==> src/rtl/apb_gpio_irq.sv <==
// APB GPIO peripheral with a configurable pin count, per-pin debounce, and per-pin level/edge interrupts.
// The sticky status bits are cleared by writing 1; a set in the same cycle as a clear takes priority.
module apb_gpio_irq #(
    parameter int GPIO_WIDTH     = 32,
    parameter int APB_ADDR_WIDTH = 12,
    parameter int DB_CNT_WIDTH   = 16
) (
    input  logic                      clock,
    input  logic                      reset_n,
    input  logic [APB_ADDR_WIDTH-1:0] PADDR,
    input  logic [31:0]               PWDATA,
    input  logic                      PWRITE,
    input  logic                      PSEL,
    input  logic                      PENABLE,
    output logic [31:0]               PRDATA,
    output logic                      PREADY,
    output logic                      PSLVERR,
    input  logic [GPIO_WIDTH-1:0]     gpio_in,
    output logic [GPIO_WIDTH-1:0]     gpio_out,
    output logic [GPIO_WIDTH-1:0]     gpio_dir,
    output logic                      interrupt
);

    localparam logic [3:0] A_DIR        = 4'h0;
    localparam logic [3:0] A_IN         = 4'h1;
    localparam logic [3:0] A_OUT        = 4'h2;
    localparam logic [3:0] A_OUT_SET    = 4'h3;
    localparam logic [3:0] A_OUT_CLR    = 4'h4;
    localparam logic [3:0] A_INT_EN     = 4'h5;
    localparam logic [3:0] A_INT_TYPE   = 4'h6;
    localparam logic [3:0] A_INT_POL    = 4'h7;
    localparam logic [3:0] A_INT_BOTH   = 4'h8;
    localparam logic [3:0] A_INT_STATUS = 4'h9;
    localparam logic [3:0] A_DB_EN      = 4'hA;
    localparam logic [3:0] A_DB_PERIOD  = 4'hB;

    logic                    access;
    logic                    wr;
    logic [3:0]              idx;
    logic                    mapped;
    logic [GPIO_WIDTH-1:0]   wdata;
    logic [31:0]             rdata;
    logic                    unused_bits;

    logic [GPIO_WIDTH-1:0]   dir_q;
    logic [GPIO_WIDTH-1:0]   out_q;
    logic [GPIO_WIDTH-1:0]   int_en_q;
    logic [GPIO_WIDTH-1:0]   int_type_q;
    logic [GPIO_WIDTH-1:0]   int_pol_q;
    logic [GPIO_WIDTH-1:0]   int_both_q;
    logic [GPIO_WIDTH-1:0]   int_status_q;
    logic [GPIO_WIDTH-1:0]   db_en_q;
    logic [DB_CNT_WIDTH-1:0] db_period_q;

    logic [GPIO_WIDTH-1:0]   sync1_q;
    logic [GPIO_WIDTH-1:0]   sync2_q;
    logic [GPIO_WIDTH-1:0]   sample_q;
    logic [GPIO_WIDTH-1:0]   db_filt_q;
    logic [GPIO_WIDTH-1:0]   prev_q;
    logic [DB_CNT_WIDTH-1:0] presc_q;

    logic                    tick;
    logic                    db_period_wr;
    logic [GPIO_WIDTH-1:0]   agree;
    logic [GPIO_WIDTH-1:0]   filtered;
    logic [GPIO_WIDTH-1:0]   rise;
    logic [GPIO_WIDTH-1:0]   fall;
    logic [GPIO_WIDTH-1:0]   edge_hit;
    logic [GPIO_WIDTH-1:0]   level_hit;
    logic [GPIO_WIDTH-1:0]   status_set;
    logic [GPIO_WIDTH-1:0]   status_clr;

    assign access       = PSEL & PENABLE;
    assign wr           = access & PWRITE;
    assign idx          = PADDR[5:2];
    assign mapped       = (idx <= A_DB_PERIOD);
    assign wdata        = PWDATA[GPIO_WIDTH-1:0];
    assign unused_bits  = ^{PADDR, PWDATA};
    assign db_period_wr = wr && (idx == A_DB_PERIOD);

    always_ff @(posedge clock) begin
        if (!reset_n) begin
            dir_q       <= '0;
            out_q       <= '0;
            int_en_q    <= '0;
            int_type_q  <= '0;
            int_pol_q   <= '0;
            int_both_q  <= '0;
            db_en_q     <= '0;
            db_period_q <= '0;
        end else if (wr) begin
            case (idx)
                A_DIR:       dir_q       <= wdata;
                A_OUT:       out_q       <= wdata;
                A_OUT_SET:   out_q       <= out_q | wdata;
                A_OUT_CLR:   out_q       <= out_q & ~wdata;
                A_INT_EN:    int_en_q    <= wdata;
                A_INT_TYPE:  int_type_q  <= wdata;
                A_INT_POL:   int_pol_q   <= wdata;
                A_INT_BOTH:  int_both_q  <= wdata;
                A_DB_EN:     db_en_q     <= wdata;
                A_DB_PERIOD: db_period_q <= PWDATA[DB_CNT_WIDTH-1:0];
                default: ;
            endcase
        end
    end

    // Shared prescaler counts 0..DB_PERIOD; tick marks the cycle before it wraps.
    assign tick  = (presc_q == db_period_q);
    assign agree = ~(sync2_q ^ sample_q);

    always_ff @(posedge clock) begin
        if (!reset_n) begin
            sync1_q   <= '0;
            sync2_q   <= '0;
            sample_q  <= '0;
            db_filt_q <= '0;
            prev_q    <= '0;
            presc_q   <= '0;
        end else begin
            sync1_q <= gpio_in;
            sync2_q <= sync1_q;
            prev_q  <= filtered;
            if (db_period_wr || tick) begin
                presc_q <= '0;
            end else begin
                presc_q <= presc_q + 1'b1;
            end
            if (tick) begin
                sample_q  <= sync2_q;
                db_filt_q <= (sync2_q & agree) | (db_filt_q & ~agree);
            end
        end
    end

    assign filtered   = (db_en_q & db_filt_q) | (~db_en_q & sync2_q);
    assign rise       = filtered & ~prev_q;
    assign fall       = ~filtered & prev_q;
    assign edge_hit   = (int_both_q & (rise | fall))
                      | (~int_both_q & int_pol_q & rise)
                      | (~int_both_q & ~int_pol_q & fall);
    assign level_hit  = ~(filtered ^ int_pol_q);
    assign status_set = (int_type_q & edge_hit) | (~int_type_q & level_hit);
    assign status_clr = (wr && (idx == A_INT_STATUS)) ? wdata : '0;

    always_ff @(posedge clock) begin
        if (!reset_n) begin
            int_status_q <= '0;
        end else begin
            int_status_q <= (int_status_q & ~status_clr) | status_set;
        end
    end

    always_comb begin
        rdata = '0;
        case (idx)
            A_DIR:        rdata = 32'(dir_q);
            A_IN:         rdata = 32'(filtered);
            A_OUT:        rdata = 32'(out_q);
            A_INT_EN:     rdata = 32'(int_en_q);
            A_INT_TYPE:   rdata = 32'(int_type_q);
            A_INT_POL:    rdata = 32'(int_pol_q);
            A_INT_BOTH:   rdata = 32'(int_both_q);
            A_INT_STATUS: rdata = 32'(int_status_q);
            A_DB_EN:      rdata = 32'(db_en_q);
            A_DB_PERIOD:  rdata = 32'(db_period_q);
            default:      rdata = '0;
        endcase
    end

    assign PRDATA    = access ? rdata : 32'h0;
    assign PSLVERR   = access & ~mapped;
    assign PREADY    = 1'b1;
    assign gpio_out  = out_q;
    assign gpio_dir  = dir_q;
    assign interrupt = |(int_status_q & int_en_q);

endmodule
==> config.mk <==
export PLATFORM = sky130hd
export DESIGN_NAME = apb_gpio_irq
export DESIGN_NICKNAME = d
export VERILOG_FILES = /design/src/rtl/apb_gpio_irq.sv
export SDC_FILE = /design/constraint.sdc
export NUM_CORES = 1
export LEC_CHECK = 0
export CELL_PAD_IN_SITES_DETAIL_PLACEMENT = 1
export CELL_PAD_IN_SITES_GLOBAL_PLACEMENT = 2
export CORE_UTILIZATION = 38
export DETAILED_ROUTE_END_ITERATION = 8
export GPL_TIMING_DRIVEN = 0
export HOLD_SLACK_MARGIN = 0.12
export PLACE_DENSITY_LB_ADDON = 0.25
export SLEW_MARGIN = 30
export SYNTH_ARGS = -nofsm -noshare
export SYNTH_HDL_FRONTEND = slang
export SYNTH_SLANG_ARGS = --single-unit
==> constraint.sdc <==
create_clock -name clock -period 6.5 [get_ports clock]
set_input_delay 1.625 -clock clock [delete_from_list [all_inputs] [get_ports clock]]
set_output_delay 1.625 -clock clock [all_outputs]
set_load 0.02 [all_outputs]
After elaboration in Yosys (flattened, before gate mapping)
Index checks and enable logic that the tools add are counted.
{"block": "totals", "reg_bits": 448, "in_bits": 81, "output_inout_bits": 99, "elab_cells": 90}
{"block": "classes", "n_addsub": 1, "n_lt_le_gt_ge": 1, "eq_ne": 12, "n_mux": 4, "bitwise_logic": 42, "n_reduce_logical": 15}
{"cell": "$and 32x32->32", "n": 16}
{"cell": "$not 32->32", "n": 11}
{"cell": "$pmux 32 s10", "n": 1}
{"cell": "$or 32x32->32", "n": 8}
{"cell": "$pmux 32 s3", "n": 1}
{"cell": "$mux 32", "n": 2}
{"cell": "$xor 32x32->32", "n": 2}
{"cell": "$reduce_or 32->1", "n": 1}
{"cell": "$add 16x1->16 const B", "n": 1}
{"cell": "$eq 16x16->1", "n": 1}
{"cell": "$eq 4x3->1 const B", "n": 4}
{"cell": "$eq 4x4->1 const B", "n": 4}
{"cell": "$reduce_and 2->1", "n": 8}
{"cell": "$eq 4x2->1 const B", "n": 2}
{"cell": "$eq 4x1->1 const B", "n": 1}
{"cell": "$le 4x4->1 const B", "n": 1}
{"cell": "$logic_not 4->1", "n": 1}
{"cell": "$and 1x1->1", "n": 3}
{"cell": "$reduce_bool 3->1", "n": 1}
{"cell": "$logic_and 1x1->1", "n": 2}
{"cell": "$not 1->1", "n": 2}
{"cell": "$reduce_or 2->1", "n": 1}
{"cell": "$logic_or 1x1->1", "n": 1}

Longest topological paths before layout
Gate-level depths: netlist of the first run.
{"block": "logic_depth", "ltp_word": 12, "depth_mapped": 8, "depth_no_buf": 7}

Worst setup path before layout of the first run
OpenSTA, ideal clock, no wires.
{"block": "synth_timing", "kind": "input -> output", "from": "in PADDR[5]", "to": "out PRDATA[3]", "t_arrival_ns": 3.151, "setup_slack_ns": 1.724, "stages": 8, "path_buffers": 3, "path_cell_list": "buf_2 buf_2 nor2_1 nand2_1 buf_2 o22ai_1 a21oi_1 a31oi_1"}
{"block": "synth_via", "elab_chain_len": 3, "word_cells_on_any_way": 12, "classes_between": "eq/ne (9); mux (2); reduce/logical (1)"}
{"item": "start: declaration", "line": "10", "source": "input logic [APB_ADDR_WIDTH-1:0] PADDR,"}
{"item": "$eq 4x4->1 (tied with other cells)", "line": "156", "source": "case (idx)"}
{"item": "$pmux 32 s10 *", "line": "156"}
{"item": "$mux 32 *", "line": "171", "source": "assign PRDATA = access ? rdata : 32'h0;"}
{"item": "end: declaration", "line": "15", "source": "output logic [31:0] PRDATA,"}
Every way passes the cells marked *; elsewhere a longest branch is shown, timed or not.

Worst setup path after layout of the first run
{"block": "layout_timing", "from": "in PADDR[2]", "to": "out PRDATA[15]"}
The elaborated chain is that of the path after synthesis.

==> results of run 1 <==
[per-layer routing]
metal	up-vias	track usage, %
met5	-	0
met4	2	19.3
met3	267	5.96
met2	985	55.8
met1	10300	47.4
li1	9002	-
[cells by family (layout without fill, tap and decap cells)]
group / Yosys count / after routing
AO/OA/AOI/OAI: 634 / 634
XOR/XNOR: 62 / 62
adder cells (fa/ha/maj): 65 / 65
buffers and inverters: 254 / 486
flip-flops: 448 / 448
multiplexers: 106 / 106
other: 1 / 2
AND/OR/NAND/NOR: 934 / 934
[cells in the final DEF (no fill, tap or decap), types with 37 or more instances in the layout]
cell type        instances
a22oi_1                 45
clkbuf_16               51
inv_1                   68
a21oi_1                271
mux2i_1                 87
nor2_1                 177
a221oi_1                52
a31oi_1                 49
clkdlybuf4s50_1        136
dfxtp_1                448
a22o_1                  38
ha_1                    65
clkbuf_1               130
xnor2_1                 38
and2_1                  67
o21ai_0                 73
nand2_1                539
nor2b_1                 37
[synthesized netlist by cell type (all sizes together) (2+ instances only)]
library cell	number	area share (%)
or3	3	0.091
mux2i	87	4.2
dfxtp	448	44
o21ai	73	1.8
a22o	38	1.6
inv	68	1.2
nand4	7	0.21
a2111oi	2	0.085
ha	65	4.0
mux2	17	0.93
a211oi	34	1.2
nor2	188	3.5
o32ai	3	0.13
a22oi	45	1.6
and3	5	0.15
nor4	6	0.21
o2bb2ai	3	0.13
a32o	35	1.7
nand3b	4	0.15
o22ai	13	0.40
nor3	12	0.34
buf	48	1.2
nand3	12	0.29
xnor2	38	1.6
clkbuf	138	2.5
nand2	541	9.9
a21o	2	0.073
a222oi	4	0.19
nand2b	6	0.18
mux4	2	0.22
and4	2	0.085
and2	68	2.1
xor2	24	1.0
a31oi	49	1.5
nor2b	39	1.2
a221oi	52	2.2
a32oi	5	0.21
or2	38	1.2
a21oi	272	6.6
[registers in the layout, indices dropped and copies added, names as in the netlist, named ones only]
signal,cells
gpio_dir,32
prev_q,32
int_pol_q,32
presc_q,16
sync2_q,32
int_en_q,32
sample_q,32
gpio_out,32
db_en_q,32
int_type_q,32
int_status_q,32
int_both_q,32
db_period_q,16
sync1_q,32
[repair_timing]
action	in CTS	in global routing
setup buffers	1	0
pin swaps	1	0
gates resized for setup	27	15
endpoints found under the setup margin	32	23
hold buffers	0	0
[report_power, final]
part	total, mW	switching, mW	internal, mW	leakage [nW]
Combinational	0.533	0.390	0.143	4.10
Sequential	2.85	0.0554	2.80	3.64
Clock	3.28	1.27	2.01	0.907
[critical path: stages]
cell and delay, ns:
clkdlybuf4s50_1 0.68, buf_2 0.31, buf_2 0.34, buf_4 0.33, nand2_1 0.31, o22ai_1 0.24
a2111oi_0 0.09, a21oi_1 0.34, clkdlybuf4s50_1 0.68
[layout make-up]
cell class	count	share of cell area [%]
Antenna cell	1	0.0101
Tap cell	688	3.47
Clock inverter	27	1.84
Sequential cell	448	36.1
Clock buffer	65	5.67
Timing Repair Buffer	140	5.64
Inverter	68	1.03
Buffer	186	3.33
Multi-Input combinational cell	1802	42.9
[how the worst max path moves through the flow]
stage	startpoint	to	slack, ns	cells past startpoint
global route	PADDR[3]	PRDATA[11]	-0.04	9
global placement	PADDR[4]	PRDATA[15]	-0.94	9
finish	PADDR[2]	PRDATA[15]	-0.09	9
CTS	PADDR[3]	PRDATA[1]	0.02	9
floorplan	PADDR[5]	PRDATA[3]	1.72	8
detailed placement	PADDR[3]	PRDATA[17]	-0.68	9
[per-stage QoR]
step | hold WS (ns) | setup slack (ns)
floorplan | 0.412 | 1.72
global placement | 0.416 | -0.938
detailed placement | 0.421 | -0.677
CTS | 0.433 | 0.0162
global route | 0.443 | -0.0359
finish | 0.425 | -0.0881
==> flow_summary.ini, run 1 <==
[global_routing]
antenna_found_initial = 4
grt_overflow = 0
grt_pass1_vias = 20500
track_usage_pct = 35.9
grt_max_degree = 14
grt_pass1_wl_mm = 141

[logic_synthesis]
synth_enable_flop_cells = 0
netlist_area_um2 = 20500
synth_top_family_by_area = compound AO/OA/AOI/OAI gates
seq_area_frac_synth_pct = 43.7
syn_inst = 2504
synth-async-reset-ratio_pct = 0
mappedNetlistNets = 2650
synth-xor-area-share_pct = 2.64
syn_area_per_cell_um2 = 8.20
synth_compound_area_share_pct = 19.8
synth-simple-area-share_pct = 19.6
synth.mux.area_fraction_pct = 5.39
synth_ff_type = dfxtp_1
synth_cell_types = 55
ys_warn_count = 0
synth_fa_ha_area_share_pct = 3.96
ys_ff_latch = 448

[clocking]
clkLatencyLatePin_ns = 0.62
clockRootBuffer = clkbuf_16
numCtsBuffers = 51
htreeDepth = 2
cts_tree = yes
cts_max_path_buffers = 3
path_clk_slew_ns = 0.06
cts.sinks = 448

[setup_path]
r2r_cells = 7
cp.required_ns = 4.88
critPathArrivalTime_ns = 4.96
timing.rr.start = db_period_q[1]
cp_max_fo = 10
reg2reg_slack_ns = 3.44
setup.worst_path.class = in -> out
end_kind = primary output
startpoint_type = input pin

[drt]
routed.top_layer = met5
post_drt_wl_per_cell_um = 29.0
wl_met2_mm = 43.8
drt_first_pass_iters = 8
post_drt_via_cell_ratio = 6.02
antenna_left = 0
drt_iter0_markers = 2115
wl_met3_mm = 8.42
vias = 20600
met1Wirelength_mm = 41.7
routed_wl_mm = 99.5
route.detailed.drc = 0

[die]
start_util_pct = 38.8
core_um2 = 53000
fp-row-count = 84
die_height_um = 234
ios = 180
die_w_um = 234
dieArea_um2 = 55000

[layout]
area_growth_pct = 20.9
final_util_pct = 46.9
final_area_um2 = 24800
seq_area_um2 = 8970
post_layout_nonfiller_instances = 3425
nets = 2843
multi_input_area_um2 = 10600
nFillCells = 6345
drive_gt1_share_pct = 7.27

[sta]
tns_ns = -0.591
post-route-period-util_pct = 101
rsz0062_at_grt = yes
clock_skew_ns = 0.0196
max_freq_mhz = 152
period_needed_ns = 6.59
slew_headroom_pct = 27.8
finalHoldViolCount = 0
drv_slew = 0
worst_slack_ns = -0.0881
setup_violations = 13
tightest_slew_ns = 1.08

[min_path]
hp-start = sync1_q[3]
hold_end = sync2_q[3]
hp-class = reg -> reg
hold_depth = 1

[pwr]
finalPower_mw = 6.66
leakagePower_nw = 8.64
max-vdd-ir-drop_mv = 0.190
power.density_nw_per_um2 = 268

[place]
dp_hpwl_mm = 71.3
dp_cells = 3330
dpl_cell_area_um2 = 22800
io_buffers = 136
gp_congestion = 0.955

[status]
outcome = complete, but fails checks
violations = setup timing

[job]
maxCapViolations = 0
Power figures use the tool's default switching activity.
==> run 2, diff against run 1 <==
CORE_UTILIZATION = 41   (was 38)
DONT_BUFFER_PORTS = 1   (was unset)
==> run 2 against run 1 <==
  * The run now ends clean
  * Wire length decreased by 3.2%
  * Sequential share of layout area increased by 2.8 points
  * Core utilization about the same
  * Highest routed layer unchanged
  * Cell count decreased by 4.8%
  * Clock skew increased by 0.0039 ns
  * Global-route usage increased by 1.8 points
==> flow_summary.ini, run 2 (synthesis gave the netlist of run 1 again) <==
[sta]
clock_skew_ns = 0.0235
tightest_slew_ns = 1.15
worst_slack_ns = 0.0692
tns_ns = 0
rsz0062_at_grt = no
finalHoldViolCount = 0
drv_slew = 0
setup_violations = 0
post-route-period-util_pct = 98.9
max_freq_mhz = 156
period_needed_ns = 6.43
slew_headroom_pct = 23.2

[global_routing]
grt_pass1_vias = 20100
antenna_found_initial = 2
track_usage_pct = 37.7
grt_overflow = 0
grt_max_degree = 13
grt_pass1_wl_mm = 138

[layout]
drive_gt1_share_pct = 6.64
multi_input_area_um2 = 10600
area_growth_pct = 12.2
final_util_pct = 46.9
nets = 2705
nFillCells = 5903
final_cell_mix = 540 x nand2_1, 448 x dfxtp_1, 271 x a21oi_1, 180 x nor2_1, 144 x clkbuf_1
final_common_cell = nand2_1
seq_area_um2 = 8970

[place]
place_ws_ns = 0.0556
dp_hpwl_mm = 69.3
gp_congestion = 0.990
io_buffers = 0

[clocking]
cts_max_path_buffers = 3
clockRootBuffer = clkbuf_16
path_clk_slew_ns = 0.06
clkLatencyLatePin_ns = 0.62
htreeDepth = 2
post_cts_buffers = 0
cts.sinks = 448
cts_tree = yes
hold_buffers = 0
numCtsBuffers = 51
postCtsResizedCells = 0

[setup_path]
end_kind = primary output
startpoint_type = input pin
critPathArrivalTime_ns = 4.81
cp_max_fo = 10
setup.worst_path.class = in -> out
cp.required_ns = 4.88

[drt]
antenna_left = 0
vias = 19900
drt_first_pass_iters = 5
routed_wl_mm = 96.3
post_drt_via_cell_ratio = 6.12
drt_iter0_markers = 1791
post_drt_wl_per_cell_um = 29.5
route.detailed.drc = 0

[die]
ios = 180
die_w_um = 226
core_um2 = 49200
die_height_um = 226
dieArea_um2 = 51000
fp-row-count = 81
start_util_pct = 41.8

[pwr]
leakagePower_nw = 7.97
power.density_nw_per_um2 = 267
max-vdd-ir-drop_mv = 0.163

[min_path]
hp-class = reg -> reg

[status]
outcome = finished, final reports clean

[job]
maxCapViolations = 0
[run 2: cell count changes in the layout (fill, tap and decap cells not counted), sizes merged]
cell           previous run  this run
clkdlybuf4s15             1         0
clkbuf                  208       213
clkinvlp                  4         0
bufinv                   12         1
buf                      46        50
clkinv                   10         9
clkdlybuf4s50           136         0
diode                     1         4
[run 2: worst max-delay path: stages]
cell      delay, ns
buf_2          0.17
nor2b_2        0.70
clkbuf_1       0.83
nand2_1        0.48
o22ai_1        0.24
a21oi_1        0.09
a31oi_1        0.66
[run 2: path summary, 6_finish.rpt]
check / from / endpoint / slack, ns / depth (start not counted)
max: PADDR[5] / PRDATA[5] / 0.07 / 7
min reg2reg: sync1_q[3] / sync2_q[3] / 0.43 / 1
max reg2reg: db_period_q[0] / register / 3.55 / 7
min: sync1_q[3] / sync2_q[3] / 0.43 / 1
[run 2: layer usage]
| layer | GRT usage [%] | share of wire [%] | vias to the layer above |
|---|---|---|---|
| met5 | 0 | 0.019 | - |
| met4 | 20.5 | 5.8 | 2 |
| met3 | 8.42 | 8.8 | 291 |
| met2 | 59.1 | 44 | 955 |
| met1 | 47.9 | 41 | 9957 |
| li1 | - | - | 8732 |
[run 2: power by group]
group / total [mW] / internal, mW / switching, mW / leakage [nW]
Sequential: 2.86 / 2.80 / 0.0570 / 3.64
Combinational: 0.484 / 0.112 / 0.373 / 3.54
Clock: 2.81 / 1.62 / 1.19 / 0.789
[run 2: area by class of cell]
class / instances / area share (%)
Multi-Input combinational cell: 1802 / 46.0
Sequential cell: 448 / 38.9
Clock buffer: 75 / 6.50
Tap cell: 664 / 3.61
Buffer: 186 / 3.32
Inverter: 68 / 1.11
Clock inverter: 11 / 0.364
Timing Repair Buffer: 2 / 0.0815
Antenna cell: 4 / 0.0435
[run 2: through the flow]
step                      hold WS (ns)  instance area, um2  power (mW)  instances
after CTS                        0.434               23000        6.16       3256
after detailed placement         0.421               21400        3.38       3170
after global placement           0.417               21400        3.36       3168
after global routing             0.446               23000        6.30       3256
after floorplan                  0.412               20500        3.14       2504
final                            0.429               23000        6.15       3260
==> patch (settings of run 1) <==
Change the localparam `A_DB_PERIOD` from 4'hB to 4'h5.
--- a/src/rtl/apb_gpio_irq.sv
+++ b/src/rtl/apb_gpio_irq.sv
@@ -33,5 +33,5 @@
     localparam logic [3:0] A_INT_STATUS = 4'h9;
     localparam logic [3:0] A_DB_EN      = 4'hA;
-    localparam logic [3:0] A_DB_PERIOD  = 4'hB;
+    localparam logic [3:0] A_DB_PERIOD  = 4'h5;
 
     logic                    access;
Behaviour: not the same (Yosys sat finds a counterexample within 4 cycles, from zero or initial values and one cycle with reset_n low).
==> patch against run 1 <==
The run still ends with setup timing left. Sequential share of layout area down 1.3 points. Critical path depth decreased by 1. Area after synthesis increased by 0.52%. Final cell count decreased by 3.7%. Hold slack better by 0.0039 ns. Sequential cell count fell by 16. Design area about the same. Setup slack better by 0.056 ns. Clock power down 6%. Routed wire length is 7.2% lower. Combinational power is 12% lower. Total power fell by 5.4%. Largest cell class unchanged.
==> patch: results (changes against run 1) <==
Syn Area/Cell 8.72 sq um (+6.3%); htree depth 2 (unchanged); Syn Nets 2515 (-5.1%); final net count 2708 (-4.7%); first-pass GRT wire length 132000 microns (-6.4%); result of the run finished with violations; total track usage 0.328 (-0.0310); fill count 6262 (-1.3%); Inst Count DP 3201 (-3.9%); Hold/Removal Path Class register to register; DRT iter0 DRCs 1904 (-10%); Pre-antenna DRT Iters 6 (-2); Routed WL 92300 microns (-7.2%); largest net degree at the start of global routing 14 (unchanged); clock root buffer clkbuf_16; Fin Setup TNS -0.0455 ns (+0.545 ns); family with the most delay on the worst path buffers and inverters; failing checks setup timing; placed inst area 22900 sq um (+0.38%); share of layout cells above drive strength 1 0.107 (+0.0346); Num CTS Buffers 50 (-2.0%); clock-pin slew on the worst setup and hold paths 0.06 ns (about the same); IO Port Bufs 137 (+0.74%); Worst Path Max Fanout 10 (unchanged); synth top area cells dfxtp_1, nand2_1, a21boi_0; clock latency on the worst-skew pair 0.62 ns (about the same); Commonest cells post-synth nand2_1, dfxtp_1, a21boi_0, clkbuf_1, and2_1; max incr delay on CP 0.66 ns (-0.02 ns); dpl ws -0.629 ns (+0.0481 ns); CTS hold repair buffers 0 (unchanged); Yosys warning count 0 (unchanged); number of antenna violations at the first check in global routing 3 (-1); number of global-route vias before repair 19300 (-5.5%); Peak VDD IR 0.225 mV (+19%); Post-synth ARST share 0 (unchanged); GPL Wtd Cong 0.988 (+3.6%); slowest stage cell, crit path clkdlybuf4s50_1; dpl hpwl 67300 microns (-5.6%); Leak 0.00850 uW (-1.7%); crit path DAT 4.91 ns (-0.05 ns); fin cells 3297 (-3.7%); CTS Buffer Depth 3 (unchanged); sequential share of the synthesized area 0.419 (-0.0178); Slew @ Worst Pin 1.10 ns (+0.0126 ns); via count 19600 (-5.1%); Netlist cell types 66 (+20%); post-route clock skew 0.0181 ns (-0.00151 ns); endpoints failing setup 4 (-9); final setup margin -0.0317 ns (+0.0564 ns)
[patch: worst paths after layout]
| kind | startpoint | to | slack [ns] | depth (start not counted) |
|---|---|---|---|---|
| hold / removal | sync1_q[3] | sync2_q[3] | 0.43 | 1 |
| setup reg to reg | db_en_q[27] | int_status_q[27] | 3.86 | 7 |
| hold reg to reg | sync1_q[3] | sync2_q[3] | 0.43 | 1 |
| setup / recovery | PADDR[4] | PRDATA[14] | -0.03 | 8 |
[patch: layout make-up]
type	instances	area, sq um	share of cell area
diodes	1	2.50	0.000101
plain buffers	196	1010	0.0408
clock buffers	68	1430	0.0576
clock inverters	23	333	0.0134
inverters	71	267	0.0107
multi-input cells	1668	10900	0.437
flip-flops and latches	432	8650	0.348
well taps	696	871	0.0351
repair buffers	142	1410	0.0568
[patch: timing repair]
action	4_1_cts	5_1_grt
setup endpoints to repair	31	31
pin swaps	1	0
gates resized for setup	24	19
setup buffers	3	2
[patch: logic make-up (layout without fill, tap and decap cells)]
kind of cell,count (synthesis),after routing,share of synthesized area
fa+ha+maj,66,66,0.0400
mux,98,98,0.0529
buf+inv,268,500,0.0598
xor+xnor,43,43,0.0182
compound gates,704,704,0.248
flops,432,432,0.419
other cells,1,2,0.000182
simple gates,756,756,0.162
[patch: per-layer routing]
layer | routed length [microns] | GRT usage
met1 | 38900 | 0.430
met2 | 40900 | 0.516
met3 | 7710 | 0.0565
met4 | 4800 | 0.170
met5 | 12 | 0
[patch: power by group]
group	total, uW	switching [uW]	internal (uW)
Clock	3090	1230	1860
Combinational	469	308	161
Sequential	2750	47.9	2700
